--- src/rtl/imem_loader.sv ---
// Framed byte-stream loader for instruction memory: LEN/DATA/CHK frame parsing,
// little-endian word assembly, imem write strobes and CPU reset release on a good image.
module imem_loader #(
  parameter logic [31:0] BASE_PC     = 32'h0000_0000,
  parameter int unsigned DEPTH_WORDS = 512
) (
  input  logic        clk,
  input  logic        rst_n,
  input  logic        start,
  input  logic        rx_valid,
  input  logic [7:0]  rx_data,
  output logic        rx_ready,
  output logic        wr_en,
  output logic [31:0] wr_addr,
  output logic [31:0] wr_data,
  output logic        busy,
  output logic        done,
  output logic        err,
  output logic [1:0]  err_code,
  output logic [31:0] words_loaded,
  output logic        cpu_rst_n
);

  typedef enum logic [2:0] {StIdle, StLen, StData, StChk, StDone, StErr} state_e;

  state_e      state_q, state_d;
  logic [1:0]  byte_cnt_q, byte_cnt_d;
  logic [31:0] len_q, len_d;
  logic [31:0] idx_q, idx_d;
  logic [31:0] word_q, word_d;
  logic [7:0]  acc_q, acc_d;
  logic        wr_en_q, wr_en_d;
  logic [31:0] wr_addr_q, wr_addr_d;
  logic [31:0] wr_data_q, wr_data_d;
  logic [31:0] words_loaded_q, words_loaded_d;
  logic [1:0]  err_code_q, err_code_d;
  logic        busy_q, busy_d;
  logic        done_q, done_d;
  logic        err_q, err_d;

  logic        xfer;
  logic [31:0] len_full;
  logic [31:0] word_full;

  assign xfer      = rx_valid && busy_q;
  // Shifting in from the top leaves the first byte in bits 7:0 after four bytes.
  assign len_full  = {rx_data, len_q[31:8]};
  assign word_full = {rx_data, word_q[31:8]};

  always_comb begin
    state_d        = state_q;
    byte_cnt_d     = byte_cnt_q;
    len_d          = len_q;
    idx_d          = idx_q;
    word_d         = word_q;
    acc_d          = acc_q;
    wr_en_d        = 1'b0;
    wr_addr_d      = wr_addr_q;
    wr_data_d      = wr_data_q;
    words_loaded_d = words_loaded_q;
    err_code_d     = err_code_q;

    case (state_q)
      StIdle: begin
        byte_cnt_d     = 2'd0;
        idx_d          = 32'd0;
        acc_d          = 8'd0;
        len_d          = 32'd0;
        words_loaded_d = 32'd0;
        err_code_d     = 2'd0;
        if (start) state_d = StLen;
      end
      StLen: begin
        if (xfer) begin
          len_d      = len_full;
          byte_cnt_d = byte_cnt_q + 2'd1;
          if (byte_cnt_q == 2'd3) begin
            if (len_full > DEPTH_WORDS) begin
              state_d    = StErr;
              err_code_d = 2'd1;
            end else if (len_full == 32'd0) begin
              state_d = StChk;
            end else begin
              state_d = StData;
            end
          end
        end
      end
      StData: begin
        if (xfer) begin
          word_d     = word_full;
          acc_d      = acc_q ^ rx_data;
          byte_cnt_d = byte_cnt_q + 2'd1;
          if (byte_cnt_q == 2'd3) begin
            wr_en_d        = 1'b1;
            wr_data_d      = word_full;
            wr_addr_d      = BASE_PC + (idx_q << 2);
            words_loaded_d = words_loaded_q + 32'd1;
            idx_d          = idx_q + 32'd1;
            if (idx_q + 32'd1 == len_q) state_d = StChk;
          end
        end
      end
      StChk: begin
        if (xfer) begin
          if (rx_data == acc_q) begin
            state_d = StDone;
          end else begin
            state_d    = StErr;
            err_code_d = 2'd2;
          end
        end
      end
      StDone, StErr: begin
        if (start) begin
          state_d        = StIdle;
          words_loaded_d = 32'd0;
          err_code_d     = 2'd0;
        end
      end
      default: state_d = StIdle;
    endcase

    // Status flags are registered copies of the next state.
    busy_d = (state_d == StLen) || (state_d == StData) || (state_d == StChk);
    done_d = (state_d == StDone);
    err_d  = (state_d == StErr);
  end

  always_ff @(posedge clk) begin
    if (!rst_n) begin
      state_q        <= StIdle;
      byte_cnt_q     <= 2'd0;
      len_q          <= 32'd0;
      idx_q          <= 32'd0;
      word_q         <= 32'd0;
      acc_q          <= 8'd0;
      wr_en_q        <= 1'b0;
      wr_addr_q      <= 32'd0;
      wr_data_q      <= 32'd0;
      words_loaded_q <= 32'd0;
      err_code_q     <= 2'd0;
      busy_q         <= 1'b0;
      done_q         <= 1'b0;
      err_q          <= 1'b0;
    end else begin
      state_q        <= state_d;
      byte_cnt_q     <= byte_cnt_d;
      len_q          <= len_d;
      idx_q          <= idx_d;
      word_q         <= word_d;
      acc_q          <= acc_d;
      wr_en_q        <= wr_en_d;
      wr_addr_q      <= wr_addr_d;
      wr_data_q      <= wr_data_d;
      words_loaded_q <= words_loaded_d;
      err_code_q     <= err_code_d;
      busy_q         <= busy_d;
      done_q         <= done_d;
      err_q          <= err_d;
    end
  end

  assign rx_ready     = busy_q;
  assign busy         = busy_q;
  assign done         = done_q;
  assign err          = err_q;
  assign cpu_rst_n    = done_q;
  assign wr_en        = wr_en_q;
  assign wr_addr      = wr_addr_q;
  assign wr_data      = wr_data_q;
  assign err_code     = err_code_q;
  assign words_loaded = words_loaded_q;

endmodule
--- config.mk ---
export PLATFORM = sky130hd
export DESIGN_NAME = imem_loader
export DESIGN_NICKNAME = d
export VERILOG_FILES = /design/src/rtl/imem_loader.sv
export SDC_FILE = /design/constraint.sdc
export NUM_CORES = 1
export LEC_CHECK = 0
export BUFFER_PORTS_ARGS = -buffer_cell sky130_fd_sc_hd__buf_4
export CORE_UTILIZATION = 40
export DETAILED_ROUTE_END_ITERATION = 8
export GPL_TIMING_DRIVEN = 0
export MAX_ROUTING_LAYER = met4
export PLACE_DENSITY_LB_ADDON = 0.2
export SLEW_MARGIN = 30
export SYNTH_ARGS = -nofsm -noshare
export SYNTH_HDL_FRONTEND = slang
export SYNTH_SLANG_ARGS = --single-unit
--- constraint.sdc ---
create_clock -name clk -period 2.7 [get_ports clk]
set_clock_uncertainty 0.05 [all_clocks]
set_input_delay 0.54 -clock clk [delete_from_list [all_inputs] [get_ports clk]]
set_output_delay 0.54 -clock clk [all_outputs]
set_load 0.02 [all_outputs]
==> results.env, run 1 <==
ROUTEDWLPERCELL_UM=16.1
H-TREE-DEPTH=1
SLEW_HEADROOM_PCT=39.8
MIN_SETUP_SLACK_POST_ROUTE_NS=-0.0110
STARTPOINT='idx_q[8]$_SDFFE_PN0P_'
IR_DROP_mV=0.342
PLACE_WORST_SETUP_SLACK_NS=-0.582
GRT_REMAINING_OVERFLOW=0
POWER.DENSITY_CELL_AREA_mW_PER_MM2=550
WORST_EP_REQUIRED_TIME_NS=3.02
CTS_ROOT_BUF='sky130_fd_sc_hd__clkbuf_16'
YOSYSWARNINGS=0
DP.FINAL_HPWL_MM=19.7
UTILIZATION_PCT=50.5
LAYOUT_MIN_CYCLE_TIME_NS=2.71
WORSTPATHARRIVAL_NS=3.03
LAYOUT_COMMON_CELLS='sky130_fd_sc_hd__nand2_1 (268), sky130_fd_sc_hd__dfxtp_1 (199), sky130_fd_sc_hd__a21oi_1 (164)'
DRT_FIRST_ITER_VIOLATIONS=592
FIN_SETUP_TNS_NS=-0.0110
IO_PINS=116
SYNTH_CELL_TYPES=69
STDCELL_COUNT=1677
GPL.FINAL_WEIGHTED_CONGESTION=0.942
WIRE_LENGTH_OF_THE_FIRST_GLOBAL_ROUTING_PASS_MM=43.6
HOLDCRITPATHCLASS='in -> reg'
LAYOUT-DRIVE-GT1-SHARE_PCT=15.8
AREA_ENCLOSED_BY_THE_DIE_BOUNDARY_SQ_MM=0.0239
SYNTH_EDF_COUNT=0
MAPPED_CELLS=1203
PLACED_CELL_COUNT=1631
STARTING_UTILIZATION_OF_THE_CORE_AREA_PCT=41.0
YS_DOMINANT_REG_CELL='sky130_fd_sc_hd__dfxtp_1'
ROW_COUNT=55
CTS_MAX_PATH_BUFFERS=3
WORST_SKEW_PAIR.LATE_LATENCY_NS=0.52
STATUS='finished with violations'
FINALMAXSLEWVIOLATIONS=0
SETUP_VIOLATIONS=1
SYNTH_SEQ_AREA_SHARE_PCT=43.1
ROUTE.ANTENNA.REMAINING_NETS=0
YS_SEQ_ELEMENTS=201
CORE_REGION_AREA_SQ_MM=0.0228
ROUTED_WL_MM=27.1
ANTENNA-DIODE-COUNT=0
GRTUSAGETOTAL_PCT=23.3
CRITPATHLAUNCHTYPE='register'
SWITCHING_SHARE_PCT=22.5
POST_CTS_CLOCK_SLEW_AT_THE_LAUNCH_AND_CAPTURE_REGISTERS_OF_THE_WORST_SETUP_AND_HOLD_PATHS_NS=0.06
P_LEAK_nW=4.15
CLOCK_SINKS=201
FAILED_CHECKS='setup timing'
DETAILROUTE.VIA_COUNT=8911
TIGHTESTPINTRANSITION_NS=0.895
CP-END-KIND='register'
IO_BUFFERS=113
HOLD_PATH_STARTPOINT='rst_n'
FIRSTDRTPASSITERS=5
AREA_GROWTH_PCT=23.3
POWER.NET_SWITCHING_mW=1.42
CHIPWIDTH_UM=155
FINALCRITPERIODSHARE_PCT=100
P_CLK_SHARE_PCT=49.3
GRT_PASS1_VIAS=8241
INTPOWER_mW=4.90
SYN_AREA_SQ_MM=0.00933
RR_STARTPOINT='idx_q[8]$_SDFFE_PN0P_'
LAYOUT_COMMONEST_CELL='sky130_fd_sc_hd__nand2_1'
POST_DRT_VIA_CELL_RATIO=5.31
DETAIL_ROUTE.DRC_VIOLATIONS=0
TIMING.FINAL.HOLD_VIOLATIONS=0
P_COMB_SHARE_PCT=3.6
SEQ_POWER_SHARE_PCT=47.1
GRT_ANTENNA_BEFORE_REPAIR=1
FIN_NETS=1363
TRITONCTS='built'
GRT_MAX_DEGREE=13
SYN_AREA_PER_CELL_SQ_UM=7.76
MAXCAPVIOLCOUNT=0
ASYNC_FLOP_SHARE_PCT=0
TIMING.SETUP.CRITICAL_PATH_CLASS='reg -> reg'
CTS_MADE_BUFFERS=24
RSZ_0062_RAISED_AFTER_GLOBAL_ROUTING='true'
DIE_HEIGHT_UM=155
CP_MAX_FO=10
MAX_FREQ_MHz=369
-- cells by family after synthesis --
family | after synthesis | share of synthesized area [%]
AOI/OAI and AO/OA | 263 | 16.8
xor gates and xnor gates | 68 | 6.38
adders and majority gates | 3 | 0.402
buffers and inverters | 101 | 4.65
DFF | 201 | 43.1
muxes | 3 | 0.322
other | 1 | 0.0402
and+or+nand+nor | 563 | 28.3
-- Yosys cell counts (3+ instances only) --
master | n | area [sq um]
sky130_fd_sc_hd__nor4_1 | 17 | 106
sky130_fd_sc_hd__ha_1 | 3 | 37.5
sky130_fd_sc_hd__a21oi_1 | 164 | 821
sky130_fd_sc_hd__buf_1 | 3 | 11.3
sky130_fd_sc_hd__mux2i_1 | 3 | 30.0
sky130_fd_sc_hd__a211oi_1 | 3 | 22.5
sky130_fd_sc_hd__dfxtp_1 | 201 | 4020
sky130_fd_sc_hd__nand2b_1 | 20 | 125
sky130_fd_sc_hd__a21o_1 | 3 | 22.5
sky130_fd_sc_hd__nor2b_1 | 6 | 37.5
sky130_fd_sc_hd__a41oi_1 | 3 | 26.3
sky130_fd_sc_hd__o31a_1 | 3 | 26.3
sky130_fd_sc_hd__xnor2_1 | 44 | 385
sky130_fd_sc_hd__a22oi_1 | 11 | 82.6
sky130_fd_sc_hd__and2_1 | 5 | 31.3
sky130_fd_sc_hd__a311oi_1 | 4 | 35.0
sky130_fd_sc_hd__xor2_1 | 24 | 210
sky130_fd_sc_hd__a31oi_1 | 5 | 31.3
sky130_fd_sc_hd__o21ai_0 | 35 | 175
sky130_fd_sc_hd__buf_4 | 9 | 67.6
sky130_fd_sc_hd__nand3_1 | 63 | 315
sky130_fd_sc_hd__or3_1 | 9 | 56.3
sky130_fd_sc_hd__clkbuf_1 | 60 | 225
sky130_fd_sc_hd__o22ai_1 | 3 | 18.8
sky130_fd_sc_hd__and3_1 | 20 | 125
sky130_fd_sc_hd__buf_2 | 17 | 85.1
sky130_fd_sc_hd__nor3_1 | 22 | 110
sky130_fd_sc_hd__nand2_1 | 268 | 1010
sky130_fd_sc_hd__nand4_1 | 19 | 119
sky130_fd_sc_hd__a2111oi_0 | 3 | 26.3
sky130_fd_sc_hd__nor2_1 | 85 | 319
sky130_fd_sc_hd__inv_1 | 10 | 37.5
sky130_fd_sc_hd__o221a_2 | 3 | 33.8
sky130_fd_sc_hd__and4_1 | 7 | 61.3
sky130_fd_sc_hd__o211ai_1 | 3 | 22.5
-- worst max-delay path, cell delays in order, from the launching register on --
cell and delay, ns:
sky130_fd_sc_hd__dfxtp_1 0.30, sky130_fd_sc_hd__buf_2 0.21, sky130_fd_sc_hd__nand4_1 0.30, sky130_fd_sc_hd__nor2_2 0.33, sky130_fd_sc_hd__nand3_1 0.18, sky130_fd_sc_hd__or3_1 0.46, sky130_fd_sc_hd__xnor2_1 0.16, sky130_fd_sc_hd__o211ai_1 0.12
sky130_fd_sc_hd__o41ai_2 0.46
-- registers in the layout (all words and copies together), names as in the netlist --
| name | cells |
|---|---|
| idx_q | 32 |
| len_q | 32 |
| words_loaded | 32 |
| wr_data | 32 |
| wr_addr | 30 |
| word_q | 24 |
| acc_q | 8 |
| state_q | 3 |
| byte_cnt_q | 2 |
| err_code | 2 |
| busy | 1 |
| cpu_rst_n | 1 |
| err | 1 |
| wr_en | 1 |
-- per-stage QoR --
step           hold WS, ns  total power, mW  instance area (sq um)
2_1_floorplan        0.382             3.18                   9340
5_1_grt              0.253             6.53                  11500
3_3_place_gp         0.392             3.27                  10600
4_1_cts              0.224             6.38                  11500
6_report             0.247             6.32                  11500
3_5_place_dp         0.397             3.27                  10600
-- timing repair --
action	in CTS	in global routing
gates resized for setup	18	10
pin swaps	3	6
buffers inserted	2	3
hold buffers	0	0
endpoints found under the setup margin	11	15
-- power groups by stage --
stage / Sequential [mW] / Clock [mW] / Combinational, mW
2_1_floorplan: 3.04 / 0 / 0.132
3_3_place_gp: 3.04 / 0 / 0.226
3_5_place_dp: 3.04 / 0 / 0.225
4_1_cts: 2.98 / 3.18 / 0.226
5_1_grt: 2.98 / 3.31 / 0.248
6_report: 2.98 / 3.12 / 0.227
-- routing by layer --
metal	global-route usage, %	share of wire (%)	wire length (um)	vias up
li1	-	-	-	4444
met1	31.7	47	12600	4138
met2	36.4	45	12200	283
met3	2.61	6.2	1670	46
met4	6.55	2.2	600	0
met5	-	0	0	-
-- worst paths after layout --
kind | end | slack, ns | cells after the start
setup / recovery | state_q[0]$_SDFF_PN0_ | -0.01 | 8
hold / removal | state_q[2]$_SDFF_PN0_ | 0.25 | 3
setup reg to reg | state_q[0]$_SDFF_PN0_ | -0.01 | 8
hold reg to reg | wr_addr[14]$_SDFFE_PN0P_ | 0.40 | 2
-- cell type report --
cell class / count / area, sq um
fillers: 2323 / 11300
multi-input cells: 902 / 5000
flip-flops and latches: 201 / 4030
repair buffers: 119 / 893
clock buffers: 35 / 693
well taps: 313 / 392
plain buffers: 88 / 388
clock inverters: 7 / 66.3
inverters: 12 / 45.0
No activity file was read; power rests on OpenSTA's default activity.
==> run 2, diff against run 1 <==
Settings changed: ABC_AREA set to 1.
==> results.env, run 2 <==
IO_BUFFERS=113  # unchanged
POST_CTS_CLOCK_SLEW_AT_THE_LAUNCH_AND_CAPTURE_REGISTERS_OF_THE_WORST_SETUP_AND_HOLD_PATHS_NS=0.06  # about the same
POWER.NET_SWITCHING_mW=1.46  # +3.0%
AREA_USED_BY_MULTI_INPUT_COMBINATIONAL_LOGIC_SQ_MM=0.00474  # -5.3%
UTILIZATION_PCT=49.3  # -1.2 points
SYNTHXORXNORAREAFRAC_PCT=1.82  # -4.6 points
SYNTH_AREA_IN_COMPOUND_GATES_PCT=15.6  # -1.2 points
SYNTH_SEQ_AREA_SHARE_PCT=42.4  # -0.76 points
SEQ_AREA_SQ_MM=0.00403  # about the same
SYNTH_TOP_AREA_CELL='sky130_fd_sc_hd__dfxtp_1'
SETUP.REG_TO_REG.WORST_SLACK_NS=0.14  # +0.15 ns
LAYOUT_MIN_CYCLE_TIME_NS=2.56  # -0.153 ns
SYNTH_COMMON_CELLS='sky130_fd_sc_hd__nand2_1 (295), sky130_fd_sc_hd__dfxtp_1 (201), sky130_fd_sc_hd__nor2_1 (164)'
SEQ_POWER_SHARE_PCT=46.4  # -0.7 points
WORSTPATHARRIVAL_NS=2.96  # -0.07 ns
RSZ_0062_RAISED_AFTER_GLOBAL_ROUTING='false'
IO_PINS=116  # unchanged
ANTENNA-DIODE-COUNT=0  # unchanged
YS_DOMINANT_REG_CELL='sky130_fd_sc_hd__dfxtp_1'
TIGHTESTPINTRANSITION_NS=0.828  # -0.0676 ns
WHS_NS=0.213  # -0.0336 ns
TIMING.FINAL.HOLD_VIOLATIONS=0  # unchanged
SLEW_HEADROOM_PCT=44.8  # +5.0 points
CTS_MADE_BUFFERS=24  # unchanged
SYNTH_EDF_COUNT=0  # unchanged
SYN_AREA_SQ_MM=0.00950  # +1.8%
DRT_FIRST_ITER_VIOLATIONS=580  # -2.0%
ROUTED_WL_MM=28.2  # +4.3%
POST_SYNTH_AND_OR_NAND_NOR_AREA_FRACTION_PCT=31.9  # +3.7 points
YOSYSTOPAREACELLSHARE_PCT=42.4  # -0.76 points
CORE_REGION_AREA_SQ_MM=0.0234  # +2.7%
CP-END-KIND='register'
TOTALPOWERFINAL_mW=6.43  # +1.7%
STARTING_UTILIZATION_OF_THE_CORE_AREA_PCT=40.6  # -0.38 points
GRT_PASS1_VIAS=8556  # +3.8%
DESIGN_AREA_SQ_MM=0.0115  # +0.35%
IR_DROP_mV=0.338  # -1.1%
DETAILROUTE.VIA_COUNT=9375  # +5.2%
WORST_PATH_MAX_DELAY_CELL='sky130_fd_sc_hd__nor2_2'
PLACED_CELL_AREA_SQ_MM=0.0108  # +1.5%
FIRSTDRTPASSITERS=7  # +2
GRTUSAGETOTAL_PCT=24.0  # +0.73 points
AREA_GROWTH_PCT=21.5
MULTIPLEXER_AREA_FRACTION_AFTER_SYNTHESIS_PCT=0  # -0.32 points
DOMINANT_COMBINATIONAL_CELL_FAMILY_BY_AREA_AFTER_SYNTHESIS='simple AND/OR/NAND/NOR gates'
CRITPATHLAUNCHTYPE='register'
FIN_NETS=1514  # +11%
LAYOUT-DRIVE-GT1-SHARE_PCT=13.3  # -2.5 points
CTS_ROOT_BUF='sky130_fd_sc_hd__clkbuf_16'
SERIES_OF_CELL_INSTANCES_ALONG_THE_CRITICAL_PATH='ha_1 -> inv_1 -> nor2_2 -> nand2_1 -> clkinv_1 -> nor2_2 -> clkbuf_2 -> nand2_1 -> a21oi_1'
SYNTHTOPCELLSBYAREA='sky130_fd_sc_hd__dfxtp_1 (42%), sky130_fd_sc_hd__nand2_1 (12%), sky130_fd_sc_hd__nand3_1 (6.7%)'
SYNTH_CELL_TYPES=42  # -39%
FINALCRITPERIODSHARE_PCT=94.7  # -5.7 points
POST_DRT_VIA_CELL_RATIO=5.11  # -3.8%
MAX_FREQ_MHz=391  # +6.0%
YS_SEQ_ELEMENTS=201  # unchanged
GRT_ANTENNA_BEFORE_REPAIR=0  # -1
TIMING.SETUP.CRITICAL_PATH_CLASS='reg -> reg'
CLOCK_SINKS=201  # unchanged
CHIPWIDTH_UM=156  # +0.89%
ROUTEDWLPERCELL_UM=15.4  # -4.6%
HOLDCRITPATHCLASS='in -> reg'
SYNTH-ADDER-AREA-SHARE_PCT=0.395  # -0.0071 points
MAPPED_CELLS=1359  # +13%
CRITPATHBUFINV=3  # +2
LAYOUT_COMMONEST_CELL='sky130_fd_sc_hd__nand2_1'
ASYNC_FLOP_SHARE_PCT=0  # unchanged
LAYOUT_COMMON_CELLS='sky130_fd_sc_hd__nand2_1 (295), sky130_fd_sc_hd__dfxtp_1 (200), sky130_fd_sc_hd__nor2_1 (162)'
YOSYSWARNINGS=0  # unchanged
TRITONCTS='built'
POST-SYNTH-TOP-COUNT-CELL='sky130_fd_sc_hd__nand2_1'
FINAL.FILL_COUNT=2395  # +3.1%
AREA_ENCLOSED_BY_THE_DIE_BOUNDARY_SQ_MM=0.0244  # +1.8%
CTS_MAX_PATH_BUFFERS=3  # unchanged
MAXCAPVIOLCOUNT=0  # unchanged
CRITICAL_PATH.TOP_DELAY_FAMILY='simple AND/OR/NAND/NOR gates'
SYN_AREA_PER_CELL_SQ_UM=6.99  # -9.9%
FINALMAXSLEWVIOLATIONS=0  # unchanged
ROW_COUNT=56  # +1.8%
DIE_HEIGHT_UM=156  # +0.89%
SETUP_VIOLATIONS=0  # -1
POWER.DENSITY_CELL_AREA_mW_PER_MM2=557  # +1.3%
WORST_SKEW_PAIR.LATE_LATENCY_NS=0.53  # about the same
STATUS='completed'
SWITCHING_SHARE_PCT=22.7  # +0.28 points
GPL.FINAL_WEIGHTED_CONGESTION=0.962  # +2.1%
INTPOWER_mW=4.97  # +1.3%
WORST_EP_REQUIRED_TIME_NS=3.10  # +0.08 ns
GRT_MAX_DEGREE=14  # +1
ROUTE.ANTENNA.REMAINING_NETS=0  # unchanged
CRITPATHMAXSTAGEDELAY_NS=0.40  # -0.06 ns
H-TREE-DEPTH=1  # unchanged
P_LEAK_nW=4.67  # +12%
WIRE_LENGTH_OF_THE_FIRST_GLOBAL_ROUTING_PASS_MM=44.9  # +2.9%
P_COMB_SHARE_PCT=3.9  # +0.3 points
P_CLK_SHARE_PCT=49.6  # +0.3 points
CP_MAX_FO=10  # unchanged
DP.FINAL_HPWL_MM=21.1  # +7.2%
DETAIL_ROUTE.DRC_VIOLATIONS=0  # unchanged
GRT_REMAINING_OVERFLOW=0  # unchanged
[run 2: cell count changes in the layout (fill, tap and decap cells not counted), sizes merged, moves of 44 or more]
cell,delta
nand3,+67
xnor2,-44
nor2,+95
a21oi,-48
o21ai,+70
inv,+127
[run 2: through the flow]
stage	setup TNS, ns	worst slack [ns]	cells
2_1_floorplan	0	0.651	1360
3_3_place_gp	-11.13	-0.307	1792
3_5_place_dp	-11.59	-0.306	1792
4_1_cts	0	0.0592	1834
5_1_grt	0	0.00336	1834
6_report	0	0.142	1834
[run 2: path summary, 6_finish.rpt]
kind,startpoint,end,cells past startpoint
hold reg to reg,err_code[1]$_SDFFE_PN0P_,err_code[1]$_SDFFE_PN0P_,2
setup / recovery,byte_cnt_q[0]$_SDFFE_PN0P_,idx_q[6]$_SDFFE_PN0P_,9
hold / removal,rx_data[7],wr_data[31]$_SDFFE_PN0P_,3
setup reg to reg,byte_cnt_q[0]$_SDFFE_PN0P_,idx_q[6]$_SDFFE_PN0P_,9
[run 2: logic make-up (layout without fill, tap and decap cells)]
family | Yosys count | in the layout
flip-flops | 201 | 201
AO/OA/AOI/OAI | 270 | 270
buffers and inverters | 195 | 350
AND/OR/NAND/NOR | 674 | 674
adder cells (fa/ha/maj) | 3 | 3
XOR/XNOR | 15 | 15
other | 1 | 2
[run 2: final cells by class]
type	count	share of cell area [%]
clock inverter	5	0.867
multi-input combinational	964	41.0
timing repair buffer	113	7.35
sequential	201	34.9
inverter	140	4.55
buffer	55	1.99
clock buffer	37	5.88
tap	319	3.46
[run 2: power by group through the flow]
stage	combinational, mW	clock [mW]	sequential (mW)
after floorplan	0.149	0	3.05
after global placement	0.246	0	3.05
after detailed placement	0.247	0	3.05
after CTS	0.249	3.25	2.99
after global routing	0.278	3.38	2.99
final	0.251	3.19	2.99
[run 2: worst reg2reg max path, cell delays in order, from the launching register on]
cell and delay, ns:
sky130_fd_sc_hd__dfxtp_1 0.32, sky130_fd_sc_hd__ha_1 0.22, sky130_fd_sc_hd__inv_1 0.11, sky130_fd_sc_hd__nor2_2 0.07, sky130_fd_sc_hd__nand2_1 0.35, sky130_fd_sc_hd__clkinv_1 0.37, sky130_fd_sc_hd__nor2_2 0.40, sky130_fd_sc_hd__clkbuf_2 0.36
sky130_fd_sc_hd__nand2_1 0.09, sky130_fd_sc_hd__a21oi_1 0.14
[run 2: routing by layer]
| layer | track usage, % | share of wire, % | vias up |
|---|---|---|---|
| met3 | 2.94 | 4.9 | 35 |
| met5 | - | 0 | - |
| li1 | - | - | 4748 |
| met2 | 38.4 | 45 | 252 |
| met4 | 5.98 | 2.0 | 0 |
| met1 | 32.1 | 48 | 4340 |
[run 2: timing repair]
item,in CTS,in global routing
gates resized for setup,4,7
pin swaps,0,1
hold buffers,0,0
buffers inserted,0,0
endpoints found under the setup margin,50,24
